File: config.mk
export PLATFORM = sky130hd
export DESIGN_NAME = mem_arbiter
export DESIGN_NICKNAME = d
export VERILOG_FILES = /design/src/rtl/mem_arbiter.sv
export SDC_FILE = /design/constraint.sdc
export NUM_CORES = 1
export LEC_CHECK = 0
export BUFFER_PORTS_ARGS = -buffer_cell sky130_fd_sc_hd__clkbuf_2
export CORE_AREA = 2 2 72 74
export DETAILED_ROUTE_END_ITERATION = 12
export DIE_AREA = 0 0 74 76
export GPL_ROUTABILITY_DRIVEN = 1
export HOLD_SLACK_MARGIN = 0.08
export PLACE_DENSITY = 0.83
export SLEW_MARGIN = 10
export SYNTH_ARGS = -nofsm -noshare
export SYNTH_HDL_FRONTEND = slang
export SYNTH_SLANG_ARGS = --single-unit
File: constraint.sdc
create_clock -name clk -period 2.65 [get_ports clk]
set_clock_uncertainty 0.15 [all_clocks]
set_input_delay 0 -clock clk [delete_from_list [all_inputs] [get_ports clk]]
set_output_delay 0 -clock clk [all_outputs]
set_load 0.05 [all_outputs]
File: src/rtl/mem_arbiter.sv
// Two-requester arbiter in front of a single-port memory with registered read data.
// Each access is granted for one ISSUE cycle; reads add an RDWAIT cycle for the returned word.
module mem_arbiter #(
  parameter bit RR_ENABLE = 1'b1
) (
  input  logic        clk,
  input  logic        reset,
  input  logic        a_req,
  input  logic        a_we,
  input  logic [15:0] a_addr,
  input  logic [15:0] a_wdata,
  output logic        a_gnt,
  output logic        a_rvalid,
  input  logic        b_req,
  input  logic        b_we,
  input  logic [15:0] b_addr,
  input  logic [15:0] b_wdata,
  output logic        b_gnt,
  output logic        b_rvalid,
  output logic [15:0] rdata,
  output logic [15:0] mem_addr,
  output logic [15:0] mem_din,
  output logic        mem_wea,
  input  logic [15:0] mem_dout,
  output logic        busy
);

  typedef enum logic [1:0] {IDLE, ISSUE, RDWAIT} state_t;

  state_t      state_q, state_d;
  logic        owner_q, owner_d;   // 1 = requester B owns the access
  logic        last_q, last_d;     // 1 = B was served most recently
  logic        we_q, we_d;
  logic [15:0] addr_q, addr_d;
  logic [15:0] wdata_q, wdata_d;
  logic        pick_b;

  always_ff @(posedge clk) begin
    if (reset) begin
      state_q <= IDLE;
      owner_q <= 1'b0;
      last_q  <= 1'b1;
      we_q    <= 1'b0;
      addr_q  <= '0;
      wdata_q <= '0;
    end else begin
      state_q <= state_d;
      owner_q <= owner_d;
      last_q  <= last_d;
      we_q    <= we_d;
      addr_q  <= addr_d;
      wdata_q <= wdata_d;
    end
  end

  always_comb begin
    if (a_req && b_req) pick_b = RR_ENABLE ? ~last_q : 1'b0;
    else                pick_b = b_req;
  end

  always_comb begin
    state_d = state_q;
    owner_d = owner_q;
    last_d  = last_q;
    we_d    = we_q;
    addr_d  = addr_q;
    wdata_d = wdata_q;
    case (state_q)
      IDLE: begin
        if (a_req || b_req) begin
          state_d = ISSUE;
          owner_d = pick_b;
          last_d  = pick_b;
          we_d    = pick_b ? b_we    : a_we;
          addr_d  = pick_b ? b_addr  : a_addr;
          wdata_d = pick_b ? b_wdata : a_wdata;
        end
      end
      ISSUE:   state_d = we_q ? IDLE : RDWAIT;
      RDWAIT:  state_d = IDLE;
      default: state_d = IDLE;
    endcase
  end

  // Address/data stay on the latched values outside ISSUE; only mem_wea qualifies a write.
  always_comb begin
    a_gnt    = 1'b0;
    b_gnt    = 1'b0;
    a_rvalid = 1'b0;
    b_rvalid = 1'b0;
    mem_wea  = 1'b0;
    mem_addr = addr_q;
    mem_din  = wdata_q;
    rdata    = mem_dout;
    busy     = (state_q != IDLE);
    case (state_q)
      ISSUE: begin
        a_gnt   = ~owner_q;
        b_gnt   = owner_q;
        mem_wea = we_q;
      end
      RDWAIT: begin
        a_rvalid = ~owner_q;
        b_rvalid = owner_q;
      end
      default: ;
    endcase
  end

endmodule

# --- Word level (Yosys, flattened, before mapping) ---
# Cells that the tools add are included.
word_totals:
  ramBits: 0
  latchBits: 0
  regBits: 37
  romBits: 0
  memories: 0
  wordCells: 28
classes:
  n_mul: 0
  magnitude_cmp: 0
  div: 0
  shift: 0
  add_sub_neg: 0
  eq_ne: 3
  mux: 12
  bitwise_logic: 2
  n_reduce_logical: 5
ops:
  columns: ["operator", "count"]
  rows:
  - ["$mux W16", 2]
  - ["$mux W1", 7]
  - ["$mux W2", 2]
  - ["$pmux W2 S2", 1]
  - ["$eq A2 B1 Y1 const B", 1]
  - ["$eq A2 B2 Y1 const B", 1]
  - ["$logic_not A2 Y1", 1]
  - ["$ne A2 B2 Y1 const B", 1]
  - ["$not A1 Y1", 2]
  - ["$reduce_and A2 Y1", 1]
  - ["$reduce_bool A2 Y1", 1]
  - ["$logic_and A1 B1 Y1", 1]
  - ["$logic_or A1 B1 Y1", 1]

# --- Logic depth before layout (Yosys ltp) ---
# Gate-level depths: netlist of the first run.
depth:
  depth_word: 3
  ltp_mapped: 5
  ltp_nobuf: 4

# --- Least setup slack after synthesis of the first run ---
# OpenSTA, ideal clock, no wires.
synth_timing:
  path_type: "register to output"
  from: "reg state_q[1]"
  to: "out a_rvalid"
  stages_incl_launch_ff: 2
  t_arrival_ns: 1.616
  path_slack_ns: 0.884
  path_buffers: 0
  t_required_ns: 2.500
  path_cell_list: "dfxtp_1 -> nor3b_1"
synth_between:
  elab_chain_len: 2
synth_lines:
  columns: ["item", "line_no", "rtl"]
  rows:
  - ["from (decl)", "30", "state_t state_q, state_d;"]
  - ["from (signal assigned)", "47", "state_q <= state_d;"]
  - ["$eq A2 B2 Y1", "96", "case (state_q)"]
  - ["$mux W1", "96", null]
  - ["to (decl)", "13", "output logic a_rvalid,"]
# Every way passes these cells.

# --- Worst setup path after layout of the first run ---
layout_timing:
  from: "in a_req"
  to: "reg addr_q[10] (netlist: mem_addr[10])"
layout_between:
  elab_chain_len: 3
  elab_cells_between_ends: 5
layout_lines:
  columns: ["item", "line_no", "rtl"]
  rows:
  - ["from (decl)", "8", "input logic a_req,"]
  - ["$logic_and A1 B1 Y1", "57", "if (a_req && b_req) pick_b = RR_ENABLE ? ~last_q : 1'b0;"]
  - ["$mux W1", "57", null]
  - ["$mux W16", "75", "addr_d = pick_b ? b_addr : a_addr;"]
  - ["to (signal assigned)", "51", "addr_q <= addr_d;"]
  - ["to (decl)", "34", "logic [15:0] addr_q, addr_d;"]
# Parallel ways exist; a longest one is shown, timed or not.
# A chain may end at the register's enable or synchronous reset.

==> summary.txt, run 1 <==
Fin. Hold Viols: 0
Ys Warns: 0
Fraction of registers with async set/reset: 0%
IO buf count: 107
Post-synthesis adder-cell area fraction: 0%
Period minus WS final: 2.46 ns
Final WS setup: 0.193 ns
# clock sinks: 37
Metal3 WL: 376 um
Largest net degree at the start of global routing: 38
Total CTS buffers: 5
Final setup violation count: 0
Drt total wl: 6670 um
Met1 Wirelength: 2560 um
Final period util: 92.7%
ANT nets after route: 0
RSZ-0062 raised after global routing: no
GRT overflow: 0
Die area: 5620 um2
Critical path class: in -> reg
Seq cells post-synth: 37
Top cells by count, synth: nand2_1 (68), dfxtp_1 (37), a21oi_1 (34), a311oi_2 (31), buf_4 (16)
Crit path max fanout: 18
1st-iter DRT viols: 117
Crit-path slowest cell: dlygate4sd3_1
Seq/Total Area, Yosys: 35.2%
Setup Total Neg Slack: 0 ns
Antenna violations before repair: 0
Most used cell, CP: dlygate4sd3_1
Synth Area in Compound Gates: 33.1%
Mean Syn Cell Area: 9.19 um2
Worst Path Required: 2.73 ns
Worst skew pair latency: 0.29 ns
H-tree levels: 2
Worst ir drop on vdd: 0.312 mV
Drt pass-1 iters: 4
Hold crit path type: reg -> reg
WP data arrival: 2.53 ns
Post-Syn Instances: 229
Met2 routed WL: 3450 um
TritonCTS clock tree: built
Crit path capture type: flip-flop
P&R area growth vs syn: 63.9%
Placement Setup Slack: 0.821 ns
Synth unique cells: 23
Fmax achieved: 407 MHz
Number of synthesized flops with an enable pin: 0
Share of layout cells above drive strength 1: 38.9%
Nets: 483
Largest family of logic cells by synthesized area: compound AO/OA/AOI/OAI gates
CTS clk-pin slew, worst paths: 0.08 ns
WL per Instance: 14.3 um
Most used flip-flop cell after synthesis: dfxtp_1
Mux cell area share after synthesis: 0%
Slew Viols, Final: 0
Power density cells: 605 nW/um2
Post-synth top area cell: dfxtp_1
Clock Path Buffers: 2
Vias: 2350
Worst path cell trace: dlygate4sd3_1 > clkbuf_2 > or2_1 > buf_4 > a21oi_1 > a311oi_2 > dlygate4sd3_1
Via-to-Cell Ratio: 5.02
Root buf cell: clkbuf_8
P_leak: 1.59 nW
# Post-CTS Setup Buffers: 0
Post-route DRC: 0
Fin area: 3450 um2
Die H: 76 um
Die width: 74 um
Max Used Layer: met4
Rows: 26
Final Util: 70.2%
Post-Synth XOR/XNOR Area: 0%
Area taken by multi-input logic gates: 1040 um2
DP HPWL: 3630 um
Total GRT Usage: 24.0%
Diode count: 0
Post-Syn Area: 2100 um2
Yosys top cell area share: 35.2%
Placed inst area: 2450 um2
Core area: 4910 um2
Least-Margin Pin Slew: 1.13 ns
Storage cell area: 741 um2
Fill count: 381
Status: finished, final reports clean
Most numerous cell in the Yosys netlist: nand2_1
I/O pin count: 140
Simple-gate share of the synthesized area: 16.4%
Slew Limit Headroom: 24.9%
Initial core utilization: 42.8%
PnR Total Power: 2.09 mW
GPL Wtd Cong: 0.768
Vias in the first global route: 2373
Synth top area cells: dfxtp_1 (35%), a311oi_2 (22%), nand2_1 (12%), a21oi_1 (8.1%), buf_6 (7.5%)
Worst stage delay on the critical path: 0.59 ns
First-pass GRT wire length: 10600 um
Synth Net Count: 315
Crit start category: input pin
MaxCap Viol Count: 0
state kept, by name (all words and copies together) (netlist names):
register,count
mem_addr,16
mem_din,16
state_q,2
last_q,1
owner_q,1
we_q,1
power by group:
| group | internal (mW) | total (mW) | switching [mW] |
|---|---|---|---|
| logic | 0.312 | 0.838 | 0.526 |
| registers | 0.623 | 0.669 | 0.0463 |
| clock network | 0.374 | 0.581 | 0.207 |
| total | 1.31 | 2.09 | 0.779 |
metrics by stage:
step,hold slack [ns],instances
3_5_place_dp,-0.150,374
5_1_grt,0.353,468
4_1_cts,0.334,468
6_report,0.330,468
3_3_place_gp,-0.150,374
2_1_floorplan,0.00994,229
worst max-delay path: cells and delay by family:
kind                   cells  cell delay (ns)
AO/OA/AOI/OAI              2             0.38
buffers and inverters      4             1.64
AND/OR/NAND/NOR            1             0.51
cells by family after synthesis:
| kind of cell | after synthesis |
|---|---|
| buffers and inverters | 40 |
| AOI/OAI and AO/OA | 71 |
| DFF | 37 |
| and+or+nand+nor | 81 |
cells in the final DEF, fill, tap and decap left out:
cell type	Yosys	layout
clkbuf_2	0	107
dlygate4sd3_1	0	86
nand2_1	68	68
dfxtp_1	37	37
a21oi_1	34	34
a311oi_2	31	31
clkbuf_8	0	5
buf_4	16	5
nor2_1	4	4
inv_1	2	2
nor3b_1	2	2
nor3_1	2	2
a311oi_1	2	2
bufinv_16	0	2
nor2_8	1	1
inv_2	1	1
nand2b_1	1	1
a21bo_1	1	1
nor2_4	1	1
a21boi_4	1	1
or2_1	1	1
o21ai_0	1	1
nor2b_1	1	1
a221o_1	1	1
clkinv_2	0	1
final cells by class:
type	count	share of cell area, %
Timing Repair Buffer	198	41.6
Multi-Input combinational cell	152	30.2
Sequential cell	37	21.5
Tap cell	70	2.54
Clock buffer	5	1.99
Clock inverter	3	1.89
Inverter	3	0.326
layer usage:
| layer | up-vias | track usage (%) |
|---|---|---|
| met1 | 1077 | 26.9 |
| met2 | 111 | 40.8 |
| met5 | - | 0 |
| met3 | 25 | 5.29 |
| li1 | 1137 | - |
| met4 | 0 | 13.5 |
repair_timing:
action,in CTS,in global routing
gates resized for setup,0,0
hold buffers,86,0
hold endpoints to repair,52,0
path summary, 6_finish.rpt:
| kind | startpoint | endpoint | slack, ns | cells past startpoint |
|---|---|---|---|---|
| max | a_req | mem_addr[10]$_SDFFE_PP0P_ | 0.19 | 7 |
| min | we_q$_SDFFE_PP0P_ | state_q[1]$_SDFFE_PP0P_ | 0.33 | 1 |
| max reg2reg | state_q[0]$_SDFFE_PP0P_ | mem_din[14]$_SDFFE_PP0P_ | 0.22 | 6 |
| min reg2reg | we_q$_SDFFE_PP0P_ | state_q[1]$_SDFFE_PP0P_ | 0.33 | 1 |
No activity file was read; power rests on OpenSTA's default activity.
==> run 2, diff against run 1 <==
CTS_CLUSTER_DIAMETER = 80   (was not set)
RECOVER_POWER = 50   (was not set)
==> run 2 against run 1 <==
Sequential share of layout area rose by 0.22 points. Worst setup slack got worse by 0.0048 ns. Global-route usage did not move. Die area did not move. First-iteration DRC count fell by 18%. Non-clock buffer count did not move. Clock-buffer cell count did not move. Via count fell by 0.13%. Cell count did not move. Critical path depth did not move. Maximum frequency fell by 0.19%. Register-to-register slack barely moved. Critical path type unchanged. Largest cell class unchanged. Largest power group unchanged.
==> summary.txt, run 2 (synthesized netlist as in run 1, its figures left out) <==
WL per Instance: 14.3 um
Vias in the first global route: 2373
Final Util: 69.5%
Storage cell area: 741 um2
IO buf count: 107
Period minus WS final: 2.46 ns
Drt total wl: 6700 um
Crit path capture type: flip-flop
Fin area: 3410 um2
Diode count: 0
H-tree levels: 2
Slew Viols, Final: 0
Die H: 76 um
Grt peak-use layer: met2
P_leak: 1.50 nW
GPL Wtd Cong: 0.768
Final setup violation count: 0
Fin. Hold Viols: 0
Met3 track demand over resource: 5.29%
RSZ-0062 raised after global routing: no
Critical path class: in -> reg
Least-Margin Pin Slew: 1.12 ns
Area taken by multi-input logic gates: 1040 um2
WP data arrival: 2.54 ns
Power density cells: 607 nW/um2
MaxCap Viol Count: 0
Total CTS buffers: 5
CTS clk-pin slew, worst paths: 0.08 ns
Rows: 26
Post-route DRC: 0
Die area: 5620 um2
Initial core utilization: 42.8%
Via-to-Cell Ratio: 5.01
Fill count: 398
P&R area growth vs syn: 62.2%
Root buf cell: clkbuf_8
Fmax achieved: 406 MHz
GRT overflow: 0
# clock sinks: 37
Setup Total Neg Slack: 0 ns
First-pass GRT wire length: 10600 um
Largest net degree at the start of global routing: 38
ANT nets after route: 0
Final period util: 92.9%
Clock Path Buffers: 2
DP HPWL: 3630 um
Drt pass-1 iters: 4
Slew Limit Headroom: 25.3%
Hold crit path type: reg -> reg
Commonest non-fill, non-tap cells in the layout: dlygate4sd3_1 (86), clkbuf_2 (79), nand2_1 (68)
Leading cell type in the layout, fill and taps excluded: dlygate4sd3_1
1st-iter DRT viols: 96
TritonCTS clock tree: built
Worst ir drop on vdd: 0.311 mV
Placed inst area: 2450 um2
Share of layout cells above drive strength 1: 31.9%
I/O pin count: 140
Worst Path Required: 2.73 ns
Die width: 74 um
Worst skew pair latency: 0.29 ns
Nets: 483
Met1 Usage GRT: 26.9%
Met2 usage: 40.8%
Status: finished, final reports clean
Core area: 4910 um2
Antenna violations before repair: 0
Vias: 2347
# Post-CTS Setup Buffers: 0
Crit start category: input pin
Crit path max fanout: 18
Total GRT Usage: 24.0%
-- run 2: final timing paths --
kind | slack [ns] | end | cells past startpoint | start
setup / recovery | 0.19 | mem_addr[10]$_SDFFE_PP0P_ | 7 | a_req
hold / removal | 0.33 | state_q[1]$_SDFFE_PP0P_ | 1 | we_q$_SDFFE_PP0P_
setup reg to reg | 0.23 | mem_din[14]$_SDFFE_PP0P_ | 6 | state_q[1]$_SDFFE_PP0P_
hold reg to reg | 0.33 | state_q[1]$_SDFFE_PP0P_ | 1 | we_q$_SDFFE_PP0P_
-- run 2: worst max-delay path, cell delays in order --
cell           delay [ns]
dlygate4sd3_1        0.53
clkbuf_2             0.17
or2_1                0.51
buf_4                0.35
a21oi_1              0.11
a311oi_2             0.28
dlygate4sd3_1        0.60
-- run 2: layout make-up --
cell class	count	share of cell area [%]
sequential	37	21.7
clock inverter	3	1.91
clock buffer	5	2.02
inverter	3	0.330
tap	70	2.57
multi-input combinational	152	30.5
timing repair buffer	198	41.0
-- run 2: per-stage QoR --
| step | setup slack (ns) | hold slack, ns | total power, mW | cells |
|---|---|---|---|---|
| final | 0.188 | 0.329 | 2.07 | 468 |
| after global routing | 0.0613 | 0.353 | 2.16 | 468 |
| after floorplan | 0.884 | 0.00994 | 1.24 | 229 |
| after detailed placement | 0.821 | -0.150 | 1.31 | 374 |
| after global placement | 0.885 | -0.150 | 1.30 | 374 |
| after CTS | 0.234 | 0.334 | 2.07 | 468 |
-- run 2: per-layer routing --
layer	routed length, um	part of all wire, %	up-vias
li1	-	-	1140
met1	2530	38	1067
met2	3450	51	117
met3	441	6.6	23
met4	275	4.1	0
met5	0	0	-
-- run 2: where the power goes --
| group | switching [mW] | internal [mW] | leakage, nW |
|---|---|---|---|
| registers | 0.0457 | 0.623 | 0.307 |
| clock network | 0.206 | 0.374 | 0.0681 |
| logic | 0.526 | 0.299 | 1.12 |
| total | 0.778 | 1.30 | 1.50 |
-- run 2: repair_timing --
item | in CTS | in global routing
hold buffers | 86 | 0
setup endpoints to repair | 0 | 0
gates resized for setup | 0 | 0
endpoints found under the hold margin | 52 | 0
